--- src/rtl/instr_fetch_seq.sv ---
// -----------------------------------------------------------------------------
// instr_fetch_seq
//
// Byte-serial instruction fetch sequencer for a multicycle MIPS core that sits
// on an 8-bit memory. On an accepted fetch request it reads the four bytes at
// PC..PC+3 over a valid-handshaked byte bus. Each returned byte is presented to
// the instruction register with a one-hot IRWrite strobe, so the word assembles
// big-endian (first byte -> bits 31:24). Completion, misalignment and memory
// timeout are reported back to the control FSM, together with PC+4.
//
// Ports
//   clk_i        : core clock, all state on the rising edge
//   rst_n_i      : asynchronous active-low reset
//   start_i      : fetch request, sampled only while idle
//   abort_i      : cancel a fetch in progress
//   pc_i         : fetch address, sampled with start_i
//   mem_rd_o     : byte read request
//   mem_addr_o   : byte read address
//   mem_valid_i  : mem_rdata_i valid, completes the current read
//   mem_rdata_i  : read byte
//   IRWrite_o    : one-hot byte strobe to the instruction register (bit3 first)
//   instr8bit_o  : byte for the instruction register, coincident with IRWrite_o
//   fetch_en_o   : 1 = instruction register holds, 0 = assembling
//   busy_o       : sequence in progress
//   done_o       : one-cycle pulse, word complete
//   err_o        : one-cycle pulse, misaligned PC or memory timeout
//   pc_next_o    : pc_i + 4 latched at the accepted start (wraps)
//
// Every output is driven straight from a flop.
// -----------------------------------------------------------------------------
module instr_fetch_seq #(
  parameter int ADDR_W  = 32,
  parameter int TIMEOUT = 16
) (
  input  logic              clk_i,
  input  logic              rst_n_i,
  input  logic              start_i,
  input  logic              abort_i,
  input  logic [ADDR_W-1:0] pc_i,
  output logic              mem_rd_o,
  output logic [ADDR_W-1:0] mem_addr_o,
  input  logic              mem_valid_i,
  input  logic [7:0]        mem_rdata_i,
  output logic [3:0]        IRWrite_o,
  output logic [7:0]        instr8bit_o,
  output logic              fetch_en_o,
  output logic              busy_o,
  output logic              done_o,
  output logic              err_o,
  output logic [ADDR_W-1:0] pc_next_o
);

  // Timer counts 0..TIMEOUT-1; hitting TIMEOUT-1 on another empty cycle aborts.
  localparam int TW = (TIMEOUT < 2) ? 1 : $clog2(TIMEOUT);

  typedef enum logic [1:0] {
    ST_IDLE = 2'd0,
    ST_READ = 2'd1,
    ST_LAST = 2'd2
  } state_e;

  state_e            state_q, state_d;
  logic [1:0]        cnt_q, cnt_d;
  logic [TW-1:0]     timer_q, timer_d;
  logic              mem_rd_q, mem_rd_d;
  logic [ADDR_W-1:0] mem_addr_q, mem_addr_d;
  logic [3:0]        irwrite_q, irwrite_d;
  logic [7:0]        instr8_q, instr8_d;
  logic              fetch_en_q, fetch_en_d;
  logic              busy_q, busy_d;
  logic              done_q, done_d;
  logic              err_q, err_d;
  logic [ADDR_W-1:0] pc_next_q, pc_next_d;

  // Next-state and next-output logic for the fetch sequence.
  always_comb begin
    state_d    = state_q;
    cnt_d      = cnt_q;
    timer_d    = timer_q;
    mem_rd_d   = 1'b0;
    mem_addr_d = mem_addr_q;
    irwrite_d  = 4'b0000;
    instr8_d   = instr8_q;
    fetch_en_d = 1'b1;
    done_d     = 1'b0;
    err_d      = 1'b0;
    pc_next_d  = pc_next_q;

    case (state_q)
      ST_IDLE: begin
        // abort_i is deliberately not looked at here.
        if (start_i) begin
          if (pc_i[1:0] == 2'b00) begin
            state_d    = ST_READ;
            cnt_d      = 2'd0;
            timer_d    = '0;
            mem_rd_d   = 1'b1;
            mem_addr_d = pc_i;
            fetch_en_d = 1'b0;
            pc_next_d  = pc_i + ADDR_W'(4);
          end else begin
            // Misaligned: flag and stay idle without touching memory.
            err_d = 1'b1;
          end
        end else begin
          state_d = ST_IDLE;
        end
      end

      ST_READ: begin
        if (abort_i) begin
          // Abort wins over a same-cycle byte or timeout; outputs fall to idle.
          state_d = ST_IDLE;
          timer_d = '0;
        end else if (mem_valid_i) begin
          irwrite_d  = 4'b1000 >> cnt_q;
          instr8_d   = mem_rdata_i;
          timer_d    = '0;
          fetch_en_d = 1'b0;
          if (cnt_q == 2'd3) begin
            state_d = ST_LAST;
            done_d  = 1'b1;
          end else begin
            // Next byte request issued back-to-back, no bubble.
            cnt_d      = cnt_q + 2'd1;
            mem_addr_d = mem_addr_q + ADDR_W'(1);
            mem_rd_d   = 1'b1;
          end
        end else if (timer_q == TW'(TIMEOUT - 1)) begin
          state_d = ST_IDLE;
          timer_d = '0;
          err_d   = 1'b1;
        end else begin
          timer_d    = timer_q + TW'(1);
          mem_rd_d   = 1'b1;
          fetch_en_d = 1'b0;
        end
      end

      ST_LAST: begin
        // The last byte strobe and done are already on the outputs.
        state_d = ST_IDLE;
      end

      default: begin
        state_d = ST_IDLE;
      end
    endcase

    busy_d = (state_d != ST_IDLE);
  end

  // State and registered-output flops.
  always_ff @(posedge clk_i or negedge rst_n_i) begin
    if (!rst_n_i) begin
      state_q    <= ST_IDLE;
      cnt_q      <= 2'd0;
      timer_q    <= '0;
      mem_rd_q   <= 1'b0;
      mem_addr_q <= '0;
      irwrite_q  <= 4'b0000;
      instr8_q   <= 8'h00;
      fetch_en_q <= 1'b1;
      busy_q     <= 1'b0;
      done_q     <= 1'b0;
      err_q      <= 1'b0;
      pc_next_q  <= '0;
    end else begin
      state_q    <= state_d;
      cnt_q      <= cnt_d;
      timer_q    <= timer_d;
      mem_rd_q   <= mem_rd_d;
      mem_addr_q <= mem_addr_d;
      irwrite_q  <= irwrite_d;
      instr8_q   <= instr8_d;
      fetch_en_q <= fetch_en_d;
      busy_q     <= busy_d;
      done_q     <= done_d;
      err_q      <= err_d;
      pc_next_q  <= pc_next_d;
    end
  end

  assign mem_rd_o    = mem_rd_q;
  assign mem_addr_o  = mem_addr_q;
  assign IRWrite_o   = irwrite_q;
  assign instr8bit_o = instr8_q;
  assign fetch_en_o  = fetch_en_q;
  assign busy_o      = busy_q;
  assign done_o      = done_q;
  assign err_o       = err_q;
  assign pc_next_o   = pc_next_q;

endmodule
--- config.mk ---
export PLATFORM = sky130hd
export DESIGN_NAME = instr_fetch_seq
export DESIGN_NICKNAME = d
export VERILOG_FILES = /design/src/rtl/instr_fetch_seq.sv
export SDC_FILE = /design/constraint.sdc
export NUM_CORES = 1
export LEC_CHECK = 0
export CAP_MARGIN = 20
export CORE_AREA = 2 2 166 103
export DETAILED_ROUTE_END_ITERATION = 10
export DIE_AREA = 0 0 168 105
export PLACE_DENSITY = 0.51
export REMOVE_ABC_BUFFERS = 1
export SYNTH_ARGS = -nofsm -noshare
export SYNTH_HDL_FRONTEND = slang
export SYNTH_SLANG_ARGS = --single-unit
--- constraint.sdc ---
create_clock -name clk_i -period 1.7 [get_ports clk_i]
set_input_delay 0.34 -clock clk_i [delete_from_list [all_inputs] [get_ports clk_i]]
set_output_delay 0.34 -clock clk_i [all_outputs]
set_load 0.02 [all_outputs]
==> results <==
registers in the layout, summed over array words and instances (netlist names):
name / flops
mem_rd_o: 1
instr8bit_o: 8
cnt_q: 2
mem_addr_o: 32
timer_q: 4
fetch_en_o: 1
err_o: 1
busy_o: 1
IRWrite_o: 4
pc_next_o: 32
state_q: 2
placed cells by master, fill, tap and decap left out, drive strengths merged, types with 6 or more instances in the layout:
cell	n
nor4	6
a21oi	23
inv	9
nand3	43
a31oi	11
dlygate4sd2	39
buf	132
o21ai	55
nand4	16
mux2	8
nor2	39
nand2	63
nor3	12
dlymetal6s2s	11
ha	7
xnor2	7
and3	19
clkbuf	9
dfrtp	87
clkdlybuf4s50	74
o22a	7
xor2	21
and2	7
area by class of cell:
cell class / instances / area share [%]
Clock buffer: 9 / 2.92
Clock inverter: 7 / 1.30
Inverter: 6 / 0.292
Multi-Input combinational cell: 388 / 33.0
Sequential cell: 88 / 28.6
Tap cell: 209 / 3.39
Timing Repair Buffer: 257 / 30.6
worst max path at each step:
stage / from / endpoint / slack (ns) / cells past startpoint
floorplan: state_q[1] / mem_addr_o[23] / -1.46 / 5
global placement: pc_i[2] / pc_next_o[30] / -0.38 / 8
detailed placement: pc_i[2] / pc_next_o[16] / -0.42 / 8
CTS: pc_i[11] / pc_next_o[31] / -0.006 / 7
global route: mem_valid_i / timer_q[3] / -0.08 / 8
finish: pc_next_o[28] / pc_next_o[28] / 0.04 / 1
per-stage QoR:
| step | hold WS [ns] | utilization (%) | power (mW) | setup WS [ns] | area (um^2) |
|---|---|---|---|---|---|
| detailed placement | 0.327 | 44.8 | 6.38 | -0.422 | 7170 |
| global placement | 0.328 | 44.8 | 6.32 | -0.382 | 7170 |
| CTS | 0.491 | 47.2 | 8.44 | -0.00615 | 7550 |
| floorplan | 0.0444 | - | 4.37 | -1.46 | 4610 |
| global route | 0.520 | 48.3 | 8.89 | -0.0776 | 7720 |
| finish | 0.483 | 48.3 | 8.44 | 0.0380 | 7720 |
power groups by stage:
stage	clock network, mW	registers (mW)	logic (mW)
after floorplan	0	3.61	0.753
after global placement	0	2.96	3.36
after detailed placement	0	2.99	3.39
after CTS	2.24	2.95	3.25
after global routing	2.34	3.01	3.54
final	2.19	2.95	3.29
per-layer routing:
layer | up-vias | share of wire (%)
met5 | - | 0
met4 | 0 | 0.81
met3 | 15 | 6.1
met2 | 156 | 41
met1 | 2303 | 52
li1 | 2331 | -
kinds of logic after synthesis:
kind of cell	after synthesis	share of synthesized area [%]
and+or+nand+nor	217	25.1
AOI/OAI and AO/OA	127	16.1
DFF	88	46.5
buffers and inverters	34	3.14
xor gates and xnor gates	28	5.17
muxes	9	2.11
adders and majority gates	7	1.85
synth_stat cells (all sizes together) (10+ instances only):
library cell | n | area, um^2
a21oi | 23 | 115
a31oi | 11 | 68.8
and3 | 19 | 120
buf | 10 | 57.6
clkbuf | 18 | 68.8
dfrtp | 87 | 2180
nand2 | 63 | 236
nand3 | 43 | 255
nand4 | 16 | 130
nor2 | 39 | 149
nor3 | 12 | 76.3
o21ai | 55 | 275
xor2 | 21 | 184
timing repair:
action / 4_1_cts / 5_1_grt
endpoints found under the hold margin: 29 / 0
buffers inserted: 1 / 4
pin swaps: 7 / 10
cloned: 2 / 0
setup endpoints to repair: 66 / 48
resized for setup: 61 / 46
hold buffers: 1 / 0
==> results.tsv <==
stage	metric	value	unit
clocking	CTS Root Cell	clkbuf_16	
worst_setup_path	worst reg2reg endpoint	mem_addr_o[30]	
timing	Final setup viols	0	
floorplan	initial core utilization	29.6	%
worst_setup_path	Worst EP arrival	1.32	ns
synthesis	post-synthesis cell type count	62	
timing	RSZ-0062 raised after global routing	yes	
floorplan	die height	105	um
route	drt drc	0	
run	max cap viols	0	
worst_setup_path	slowest stage delay, CP	0.62	ns
clocking	clock net sink count	88	
cells_and_area	share of cells above drive strength 1	27.3	%
min_path	hold path depth	2	
grt	first-pass GRT wire length	26000	um
synthesis	Seq/Total Area, Yosys	46.5	%
route	initial drt markers	294	
power_and_ir_drop	VDD IR max	500	uV
floorplan	Die W	168	um
status	outcome	finished clean	
synthesis	EDFF count, synth	0	
worst_setup_path	Critical Path RT	1.36	ns
grt	largest net degree at the start of global routing	33	
synthesis	Yosys warning total	0	
grt	vias in the first global route	4720	
cells_and_area	antenna cell count	0	
placement	DP Cell Count	940	
worst_setup_path	reg2reg path depth	6	
worst_setup_path	Critical Path Slowest Stage Cell	clkdlybuf4s50_1	
worst_setup_path	nature of the critical path endpoint	primary output	
timing	Setup TNS Final	0	ns
timing	final hold violations	0	
grt	routing usage on met1	29.0	%
power_and_ir_drop	Clk pwr share	26.0	%
cells_and_area	fill count	1525	
min_path	Hold EP	pc_next_o[11]	
worst_setup_path	Worst Path Buf+Inv	1	
placement	RD Place Congestion	0.837	
power_and_ir_drop	internal power	5.41	mW
clocking	clock latency on the worst-skew pair	0.34	ns
route	post-DR vias/cell	4.98	
grt	total grt overflow	0	
power_and_ir_drop	sw frac	35.8	%
min_path	HP Start	pc_next_o[11]	
power_and_ir_drop	Reg power frac	35.0	%
clocking	H-tree levels	3	
worst_setup_path	Setup crit start kind	flip-flop	
clocking	Max clock buf depth	2	
min_path	hold crit path type	reg -> reg	
floorplan	Die ar.	0.0176	mm^2
power_and_ir_drop	NetSw	3.02	mW
grt	gr usage total	18.8	%
timing	fin crit share	97.8	%
grt	grt met2 use	27.2	%
route	WL per Instance	17.1	um
timing	maximum clock rate	0.602	GHz
grt	busiest grt layer	met1	
placement	IO Port Bufs	125	
power_and_ir_drop	P_leak	3.48	nW
timing	Final Skew	0.00845	ns
power_and_ir_drop	power share of the combinational group	39.0	%
cells_and_area	synth-to-layout area growth	62.8	%
floorplan	core box area	0.0160	mm^2
cells_and_area	FF+latch area	0.00220	mm^2
route	drt pass-1 iters	5	
worst_setup_path	CP Max Fanout	2	
clocking	cts bufs inserted	9	
route	via count	4805	
timing	Slew Limit Fails	0	
cells_and_area	Nets	802	
worst_setup_path	Crit Path Class	reg -> out	
power_and_ir_drop	PD cells	1090	mW/mm^2
floorplan	placement row count	36	
synthesis	Async SR Flop Fraction	100	%
timing	Slew headroom	68.7	%
worst_setup_path	Worst R2R Setup Slack	0.05	ns
floorplan	Ports	126	
clocking	clock slew seen by the registers of the worst setup and hold paths	0.07	ns
worst_setup_path	CP cell instances	clkdlybuf4s50_1	
placement	DPL Wire Length	12500	um
synthesis	Post-Synthesis Cells	510	
route	Detail Route Antenna Nets	0	
grt	initial antenna violation count	0	
route	drt total wl	16500	um
synthesis	Avg Cell Area, Syn	9.30	um^2
cells_and_area	Multi-input gate area	0.00255	mm^2
synthesis	post-synthesis cell area	0.00474	mm^2
grt	met3 Track Usage GR	3.56	%
worst_setup_path	CP delay by family, top	buffers and inverters	
timing	worst slew pin tran	0.470	ns
synthesis	Yosys reg bits	88	
worst_setup_path	reg-to-reg startpoint	mem_addr_o[0]	
cells_and_area	fin cells	964	
timing	minimum clock period	1.66	ns
clocking	CTS tree	yes	
synthesis	Synth Flop Type	dfrtp_1	
Power figures use the tool's default switching activity.
